**config.mk**
```make
export PLATFORM = sky130hd
export DESIGN_NAME = match_scorekeeper_flat
export DESIGN_NICKNAME = d
export VERILOG_FILES = /design/src/rtl/match_scorekeeper_pkg.sv /design/src/rtl/match_scorekeeper_if.sv /design/src/rtl/match_scorekeeper_tally_counter.sv /design/src/rtl/match_scorekeeper.sv /design/src/flat_wrapper.sv
export SDC_FILE = /design/constraint.sdc
export NUM_CORES = 1
export LEC_CHECK = 0
export ABC_AREA = 0
export CORE_MARGIN = 8
export CORE_UTILIZATION = 55
export CTS_CLUSTER_SIZE = 14
export DETAILED_ROUTE_END_ITERATION = 6
export DONT_BUFFER_PORTS = 1
export GPL_ROUTABILITY_DRIVEN = 0
export MAX_ROUTING_LAYER = met4
export PLACE_DENSITY = 0.67
export SLEW_MARGIN = 30
export SYNTH_ARGS = -nofsm -noshare
export SYNTH_HDL_FRONTEND = slang
export SYNTH_SLANG_ARGS = --single-unit
export TNS_END_PERCENT = 50
```
**constraint.sdc**
```tcl
create_clock -name clk -period 2.87 [get_ports clk]
set_input_delay 0.287 -clock clk [delete_from_list [all_inputs] [get_ports clk]]
set_output_delay 0.287 -clock clk [all_outputs]
set_load 0.01 [all_outputs]
```
**src/rtl/match_scorekeeper_pkg.sv**
```systemverilog
// Shared types and codes for the match scorekeeper: FSM states, round result
// codes and the winner codes returned by the finish detector.
package match_scorekeeper_pkg;
  typedef enum logic [1:0] {ST_IDLE, ST_PLAY, ST_CHECK, ST_DONE} state_e;

  localparam logic [1:0] RES_BAD  = 2'b00;
  localparam logic [1:0] RES_P1   = 2'b01;
  localparam logic [1:0] RES_P2   = 2'b10;
  localparam logic [1:0] RES_DRAW = 2'b11;

  localparam logic [1:0] WIN_TIE  = 2'b01;
  localparam logic [1:0] WIN_P1   = 2'b10;
  localparam logic [1:0] WIN_P2   = 2'b11;
endpackage

```
**src/rtl/match_scorekeeper_if.sv**
```systemverilog
// Round-result handshake between the judging logic (master) and the
// scorekeeper (slave).
interface match_scorekeeper_if;
  logic       result_valid;
  logic [1:0] result;
  logic       result_ready;

  modport master (output result_valid, output result, input result_ready);
  modport slave  (input result_valid, input result, output result_ready);
endinterface

```
**src/rtl/match_scorekeeper_tally_counter.sv**
```systemverilog
// Saturation-free tally counter: synchronous clear wins over increment.
module tally_counter #(
  parameter int CNT_W = 4
) (
  input  logic             clk,
  input  logic             rst_n,
  input  logic             clr_i,
  input  logic             inc_i,
  output logic [CNT_W-1:0] cnt_o
);
  logic [CNT_W-1:0] cnt_q, cnt_d;

  always_comb begin
    cnt_d = cnt_q;
    if (clr_i)      cnt_d = '0;
    else if (inc_i) cnt_d = cnt_q + 1'b1;
  end

  always_ff @(posedge clk or negedge rst_n) begin
    if (!rst_n) cnt_q <= '0;
    else        cnt_q <= cnt_d;
  end

  assign cnt_o = cnt_q;
endmodule

```
**src/rtl/match_scorekeeper.sv**
```systemverilog
// Best-of-9 scorekeeper: accepts one round result per handshake, feeds the
// tallies to the external finish detector and latches its verdict.
module match_scorekeeper
  import match_scorekeeper_pkg::*;
#(
  parameter int CNT_W      = 4,
  parameter int MAX_ROUNDS = 9
) (
  input  logic                 clk,
  input  logic                 rst_n,
  input  logic                 start,
  match_scorekeeper_if.slave   res_if,
  output logic [CNT_W-1:0]     round_o,
  output logic [CNT_W-1:0]     win_o,
  output logic [CNT_W-1:0]     lose_o,
  input  logic                 fin_i,
  input  logic [1:0]           winner_i,
  output logic                 busy,
  output logic                 match_done,
  output logic [1:0]           winner_o,
  output logic                 err_pulse
);
  state_e     state_q, state_d;
  logic [1:0] winner_q;
  logic       done_q, err_q;
  logic       accept, legal, restart, finish;

  assign accept  = (state_q == ST_PLAY) && res_if.result_valid;
  assign legal   = res_if.result inside {RES_P1, RES_P2, RES_DRAW};
  assign restart = start && ((state_q == ST_IDLE) || (state_q == ST_DONE));
  // Round cap backs up a detector that never raises fin.
  assign finish  = (state_q == ST_CHECK) &&
                   (fin_i || (round_o == CNT_W'(MAX_ROUNDS)));

  always_comb begin
    state_d = state_q;
    case (state_q)
      ST_IDLE:  if (start) state_d = ST_PLAY;
      ST_PLAY:  if (accept && legal) state_d = ST_CHECK;
      ST_CHECK: state_d = finish ? ST_DONE : ST_PLAY;
      ST_DONE:  if (start) state_d = ST_PLAY;
      default:  state_d = ST_IDLE;
    endcase
  end

  always_ff @(posedge clk or negedge rst_n) begin
    if (!rst_n) begin
      state_q  <= ST_IDLE;
      winner_q <= 2'b00;
      done_q   <= 1'b0;
      err_q    <= 1'b0;
    end else begin
      state_q <= state_d;
      done_q  <= (state_d == ST_DONE);
      err_q   <= accept && (res_if.result == RES_BAD);
      if (restart)     winner_q <= 2'b00;
      else if (finish) winner_q <= winner_i;
    end
  end

  tally_counter #(.CNT_W(CNT_W)) u_round (
    .clk(clk), .rst_n(rst_n), .clr_i(restart),
    .inc_i(accept && legal), .cnt_o(round_o));

  tally_counter #(.CNT_W(CNT_W)) u_win (
    .clk(clk), .rst_n(rst_n), .clr_i(restart),
    .inc_i(accept && (res_if.result == RES_P1)), .cnt_o(win_o));

  tally_counter #(.CNT_W(CNT_W)) u_lose (
    .clk(clk), .rst_n(rst_n), .clr_i(restart),
    .inc_i(accept && (res_if.result == RES_P2)), .cnt_o(lose_o));

  assign res_if.result_ready = (state_q == ST_PLAY);
  assign busy                = (state_q == ST_PLAY) || (state_q == ST_CHECK);
  assign match_done          = done_q;
  assign winner_o            = winner_q;
  assign err_pulse           = err_q;
endmodule
```
**src/flat_wrapper.sv**
```systemverilog
// flat-port wrapper written by rule: the top's interface ports become plain ports
module match_scorekeeper_flat import match_scorekeeper_pkg::*;
#(
  parameter int CNT_W      = 4,
  parameter int MAX_ROUNDS = 9
)
  (clk, rst_n, start, round_o, win_o, lose_o, fin_i, winner_i, busy, match_done, winner_o, err_pulse, res_if_result_valid, res_if_result, res_if_result_ready);
  match_scorekeeper_if res_if_i ();
  input  logic clk;
  input  logic rst_n;
  input  logic start;
  output logic [CNT_W-1:0] round_o;
  output logic [CNT_W-1:0] win_o;
  output logic [CNT_W-1:0] lose_o;
  input  logic fin_i;
  input  logic [1:0] winner_i;
  output logic busy;
  output logic match_done;
  output logic [1:0] winner_o;
  output logic err_pulse;
  input wire logic [$bits(res_if_i.result_valid)-1:0] res_if_result_valid;
  input wire logic [$bits(res_if_i.result)-1:0] res_if_result;
  output wire logic [$bits(res_if_i.result_ready)-1:0] res_if_result_ready;
  assign res_if_i.result_valid = res_if_result_valid;
  assign res_if_i.result = res_if_result;
  assign res_if_result_ready = res_if_i.result_ready;
  match_scorekeeper #(.CNT_W(CNT_W), .MAX_ROUNDS(MAX_ROUNDS)) u_core (.clk(clk), .rst_n(rst_n), .start(start), .res_if(res_if_i), .round_o(round_o), .win_o(win_o), .lose_o(lose_o), .fin_i(fin_i), .winner_i(winner_i), .busy(busy), .match_done(match_done), .winner_o(winner_o), .err_pulse(err_pulse));
endmodule
```
==> parameters.txt, run 1 <==
Parameter                              Value

Floorplan
  Floorplan row count    15
  Initial Utilization    between 50% and 60%
  Die Height    57.34 um
  Number of top-level design ports    27
  Die width    roughly 57 um
  Floorplan die area    3287 sq um
  Area of the placeable core    1670 sq um

Synth
  Post-synthesis mux area share    around 2.1%
  Largest cells by area after synthesis    sky130_fd_sc_hd__dfrtp_1, sky130_fd_sc_hd__ha_1, sky130_fd_sc_hd__a21oi_1
  Number of enable-type register cells in the synthesized netlist    0
  Area share of and/or/nand/nor cells after synthesis    20.24%
  Area share of xor/xnor cells in the synthesized design    3.728%
  Sequential-to-total area share from yosys stat    47.94%
  Cell type contributing the most total cell area after synthesis    sky130_fd_sc_hd__dfrtp_1
  Count leader, synth    sky130_fd_sc_hd__dfrtp_1
  Adder-cell area share of the yosys netlist    9.321%
  Fraction of registers with async set/reset    100.0%
  Flip-flop and latch count after synthesis    18
  Commonest register cell after synthesis    sky130_fd_sc_hd__dfrtp_1
  Post-synthesis instance total    90
  Net Count, Synth    between 100 and 150
  Top cell types by occurrence after synthesis    sky130_fd_sc_hd__dfrtp_1, sky130_fd_sc_hd__a21oi_1, sky130_fd_sc_hd__nor2_1
  Mapped Avg Cell Area    10.44 sq um
  Fraction of synthesized cell area taken by the top area cell type    roughly 48%
  Cell area after synthesis    939.7 sq um
  Largest family of logic cells by synthesized area    simple AND/OR/NAND/NOR gates
  Count of unique library cells instantiated by Yosys    26
  Syn. warnings    0
  Compound-gate portion of the synthesized area    around 14%

Timing
  Relative slew margins    45.35%
  Final setup slack of the worst path    1.088 ns
  Portion of the clock cycle consumed by the worst path in the final layout    between 60% and 70%
  Minimum clock period    1.782 ns
  Upper clock frequency limit    0.5613 GHz
  Slew Viols, Final    0
  Count of endpoints failing setup in the final report    0
  Setup clock skew after layout    0.003175 ns
  Final Hold Fails    0
  Unrepaired setup endpoints after global routing    false
  Worst-Margin Slew    ~0.82 ns
  Sum of negative setup slack    0 ns

Place
  Placed Instance Area    957.2 sq um
  Count of input and output buffers    0
  Dpl ws    around 1.1 ns
  Cell count after placement    106
  Detailed-placement wirelength estimate    1424 um

Clock network
  Hold_buf cts    1
  Maximum number of buffers from clock root to sink    2
  Reg clk slew, reported paths    0.11 ns
  Clock latency reported for the late side of the worst-skew pair    0.30 ns
  Setup Fix Bufs, Post-CTS    0
  Sink count of the clock tree    18
  CTS tree    done
  Depth of the CTS H-tree    1
  Root buffer cell    sky130_fd_sc_hd__clkbuf_4
  Number of gates resized after cts    0
  Inserted Clock Buffers    3

Worst setup path
  Register-to-register setup slack    1.09 ns
  Sort of element at the end of the critical path    register
  Critical Path Source Type    register
  Number of cells on the worst reg-to-reg path    5
  Kind of cell adding the most delay to the critical path    compound AO/OA/AOI/OAI gates
  Largest fanout on the critical path    7
  Arrival time at the worst endpoint    around 2.0 ns
  Count of buffering cells on the critical path with inverters included    1
  Terminus of the critical flop-to-flop path    u_core.match_done
  Slowest library cell on the worst path    sky130_fd_sc_hd__dfrtp_1
  Delay contributed by the slowest stage of the critical path    between 0.4 and 0.5 ns
  Crit Reg-Reg Startpoint    u_core.state_q[1]
  Critical path, cell by cell    inv_1 > ha_1 > o211ai_2 > and3_1 > a2111oi_2
  Setup CP Type    reg -> reg
  CP required    3.06 ns

Layout
  Design Area, Final    around 1000 sq um
  Signed area change from the synthesized netlist to the final layout    6.791%
  Final cell count without fillers    about 110
  Fraction of layout cells with a size suffix above 1    approximately 8.5%
  Number of nets in the layout    roughly 110
  Ant. Diodes    0
  Share of the core filled with cells in the final layout    between 60% and 70%

GRT
  Global-route wire length before repair    3277 um
  Maximum number of pins on one net before global-route repair    19
  Global-route congestion overflow total    0
  Number of antenna violations at the first check in global routing    0
  Aggregate global-route resource usage    13.23%
  Number of global-route vias before repair    714

Detailed routing
  Via count normalized by instance count    between 6 and 7
  Initial DRC Count    9
  DRC violation count after routing    0
  TritonRoute pass-1 iters    4
  Routed len/inst    17.16 um
  Total wire length    1905 um
  Detailed-route via count    a little under 700
  Number of nets still failing antenna checks after routing    0

Outcome
  Outcome    complete, no violations

Pwr
  Largest vdd supply drop    0.4060 mV
  Power density over the cells    875.6 nW/um^2
  Total leakage power    approximately 0.48 nW

Worst hold path
  Endpoint of the worst hold path    u_core.err_pulse
  Worst hold path startpoint    res_if_result[1]
  Worst Hold Path Cells    1
  Class of the most critical hold timing path    in -> reg

Flow run
  Number of violations of the max-capacitance limit    0
[worst reg2reg max path: stages, from the launching register on]
cell and delay, ns:
sky130_fd_sc_hd__dfrtp_1 0.41, sky130_fd_sc_hd__inv_1 0.09, sky130_fd_sc_hd__ha_1 0.36, sky130_fd_sc_hd__o211ai_2 0.24, sky130_fd_sc_hd__and3_1 0.27, sky130_fd_sc_hd__a2111oi_2 0.30
[per-stage QoR]
stage	hold WS, ns	total power, mW
6_report	0.03851	0.8786
5_1_grt	0.02936	0.9551
4_1_cts	0.03103	0.8945
3_5_place_dp	-0.008057	0.7248
3_3_place_gp	-0.008052	0.7179
2_1_floorplan	-0.008591	0.6525
[sequential cells by signal, indices dropped and copies added, names as in the netlist]
name and count:
u_core.err_pulse 1, u_core.match_done 1, u_core.winner_o 2, u_core.u_win.cnt_o 4
u_core.u_lose.cnt_o 4, u_core.u_round.cnt_o 4, u_core.state_q 2
[routing by layer]
layer	GRT usage, %	part of all wire [%]
met1	14.32	42
met2	19.16	47
met3	6.278	9.6
met4	8.214	1.8
met5	-	0
[cell usage in the layout, fill, tap and decap left out, types with 3 or more instances in the layout]
master | synthesis | layout
sky130_fd_sc_hd__a21oi_1 | 9 | 9
sky130_fd_sc_hd__xor2_1 | 4 | 4
sky130_fd_sc_hd__clkbuf_4 | 0 | 3
sky130_fd_sc_hd__nand2_1 | 4 | 4
sky130_fd_sc_hd__dfrtp_1 | 18 | 18
sky130_fd_sc_hd__nand3_1 | 5 | 5
sky130_fd_sc_hd__inv_1 | 6 | 6
sky130_fd_sc_hd__o21ai_0 | 5 | 5
sky130_fd_sc_hd__nor2_1 | 8 | 8
sky130_fd_sc_hd__ha_1 | 7 | 7
sky130_fd_sc_hd__or3_1 | 5 | 5
[final cells by class]
| class | instances | area (sq um) |
|---|---|---|
| multi-input cells | 65 | 462.9 |
| well taps | 17 | 21.27 |
| flip-flops and latches | 18 | 450.4 |
| fillers | 139 | 666.9 |
| repair buffers | 1 | 10.01 |
| inverters | 6 | 22.52 |
| clock buffers | 4 | 36.28 |
[how the worst max path moves through the flow]
stage | startpoint | endpoint | slack [ns] | cells past startpoint
2_1_floorplan | u_core.state_q[1] | u_core.match_done | 1.32 | 5
3_3_place_gp | u_core.state_q[1] | u_core.match_done | 1.11 | 5
3_5_place_dp | u_core.state_q[1] | u_core.match_done | 1.10 | 5
4_1_cts | u_core.state_q[1] | u_core.match_done | 1.07 | 5
5_1_grt | u_core.state_q[1] | u_core.match_done | 1.0 | 5
6_report | u_core.state_q[1] | u_core.match_done | 1.09 | 5
[power breakdown]
part	internal [mW]	switching, mW
Combinational	0.119	0.195
Sequential	0.315	0.0900
Clock	0.0774	0.0824
[logic make-up after synthesis]
| family | Yosys count |
|---|---|
| flip-flops | 18 |
| multiplexers | 2 |
| buffers and inverters | 7 |
| XOR/XNOR | 4 |
| AO/OA/AOI/OAI | 20 |
| adder cells (fa/ha/maj) | 7 |
| AND/OR/NAND/NOR | 32 |
(Power assumes the default switching activity.)
==> inputs of run 2 (changes only) <==
- clock period: 2.87 -> 1.66 ns (I/O delays scaled with it)
==> parameters.txt, run 2 (synthesis results as in run 1) <==
Parameter                              Value

Pwr
  Power density over the cells    1460 nW/um^2
  Largest vdd supply drop    roughly 0.9 mV
  Total leakage power    between 0.5 and 0.6 nW
  Total power after layout    ~1.6 mW

Clock network
  Reg clk slew, reported paths    0.10 ns
  CTS tree    done
  Clock latency reported for the late side of the worst-skew pair    0.29 ns
  Depth of the CTS H-tree    1
  Root buffer cell    sky130_fd_sc_hd__clkbuf_4
  Sink count of the clock tree    18
  Maximum number of buffers from clock root to sink    2
  Setup Fix Bufs, Post-CTS    0
  Inserted Clock Buffers    3

Worst setup path
  CP required    1.83 ns
  Arrival time at the worst endpoint    1.74 ns
  Slowest library cell on the worst path    sky130_fd_sc_hd__dfrtp_1
  Critical path, cell by cell    inv_1 > ha_2 > o211ai_2 > buf_4 > o21ai_0 > a21oi_1
  Count of buffering cells on the critical path with inverters included    2
  Critical Path Source Type    register
  Largest fanout on the critical path    6
  Sort of element at the end of the critical path    register
  Delay contributed by the slowest stage of the critical path    roughly 0.44 ns
  Kind of cell adding the most delay to the critical path    compound AO/OA/AOI/OAI gates
  Setup CP Type    reg -> reg

Floorplan
  Area of the placeable core    1670 sq um
  Die Height    57.34 um
  Number of top-level design ports    27
  Die width    57.34 um
  Initial Utilization    between 50% and 60%
  Floorplan die area    3287 sq um
  Floorplan row count    15

Timing
  Setup clock skew after layout    0.007519 ns
  Worst hold slack    0.03289 ns
  Upper clock frequency limit    roughly 0.64 GHz
  Portion of the clock cycle consumed by the worst path in the final layout    94.27%
  Sum of negative setup slack    0 ns
  Worst-Margin Slew    0.8121 ns
  Final setup slack of the worst path    0.09509 ns
  Slew Viols, Final    0
  Unrepaired setup endpoints after global routing    false
  Final Hold Fails    0
  Minimum clock period    1.565 ns
  Count of endpoints failing setup in the final report    0
  Relative slew margins    45.68%

Detailed routing
  Total wire length    2016 um
  Routed len/inst    16.66 um
  TritonRoute pass-1 iters    4
  Detailed-route via count    725
  Via count normalized by instance count    between 5 and 6
  Number of nets still failing antenna checks after routing    0
  DRC violation count after routing    0
  Initial DRC Count    15

GRT
  Number of global-route vias before repair    697
  Number of antenna violations at the first check in global routing    0
  Global-route wire length before repair    around 3300 um
  Most congested layer reported by global routing    met2
  Maximum number of pins on one net before global-route repair    19
  Aggregate global-route resource usage    around 13%
  Global routing met3 resource utilization    5.157%
  Global-route congestion overflow total    0
  Global routing usage on met1    15.33%
  Global routing usage on met2    19.48%

Layout
  Final cell count without fillers    121
  Design Area, Final    approximately 1100 sq um
  Signed area change from the synthesized netlist to the final layout    16.51%
  Fraction of layout cells with a size suffix above 1    16.35%
  Share of the core filled with cells in the final layout    65.54%
  Ant. Diodes    0
  Fillers    134
  Most frequent standard cell in the layout excluding fill and tap cells    sky130_fd_sc_hd__dfrtp_1
  Number of nets in the layout    122
  Top library cells by usage in the layout, fill and taps aside    sky130_fd_sc_hd__dfrtp_1, sky130_fd_sc_hd__a21oi_1, sky130_fd_sc_hd__nor2_1, sky130_fd_sc_hd__buf_4, sky130_fd_sc_hd__inv_1

Place
  Placed Instance Area    1017 sq um
  Count of input and output buffers    0
  Dpl ws    0.08885 ns
  Cell count after placement    114
  Detailed-placement wirelength estimate    1535 um

Flow run
  Number of violations of the max-capacitance limit    0

Outcome
  Outcome    complete, no violations

Worst hold path
  Class of the most critical hold timing path    in -> reg
==> run 2: per-layer routing <==
layer | wire length [um] | vias up
met5 | 0 | -
met4 | 38 | 0
met3 | 175 | 4
met2 | 920 | 26
met1 | 882 | 340
li1 | - | 355
==> run 2: cell type report <==
type | instances | area (sq um) | share of cell area (%)
timing repair buffer | 12 | 100.1 | 9.143
tap | 17 | 21.27 | 1.943
clock buffer | 3 | 22.52 | 2.057
multi-input combinational | 65 | 478.0 | 43.66
sequential | 18 | 450.4 | 41.14
inverter | 6 | 22.52 | 2.057
==> run 2: report_power, final <==
part | total (mW) | internal, mW | switching (mW)
combinational | 0.708 | 0.313 | 0.395
sequential | 0.675 | 0.545 | 0.130
clock | 0.216 | 0.0844 | 0.131
total | 1.60 | 0.942 | 0.656
==> run 2: path summary, 6_finish.rpt <==
check,slack (ns),to,from,depth (start not counted)
setup reg to reg,0.1,u_core.u_round.cnt_o[3],u_core.state_q[1],6
max in group asynchronous,0.76,u_core.u_round.cnt_o[2],rst_n,1
hold reg to reg,0.61,u_core.u_lose.cnt_o[3],u_core.u_lose.cnt_o[3],2
min in group asynchronous,0.40,u_core.state_q[0],rst_n,1
setup / recovery,0.1,u_core.u_round.cnt_o[3],u_core.state_q[1],6
hold / removal,0.03,u_core.winner_o[0],winner_i[0],2
==> run 2: what timing repair did <==
action                                  in CTS  in global routing
hold buffers                                 4                  0
endpoints found under the setup margin       0                  4
gates resized for setup                      0                  3
hold endpoints to repair                    19                  0
==> run 2: worst register-to-register path, delay by kind of cell (launching register included) <==
kind	cells	cell delay (ns)
adders and majority gates	1	0.27
AOI/OAI and AO/OA	3	0.46
buffers and inverters	2	0.29
DFF	1	0.44
==> inputs of run 3 (changes only) <==
- SLEW_MARGIN: 30 -> 5
==> results of run 3 <==
The final DEF is identical to that of run 2; final timing and power are the same.
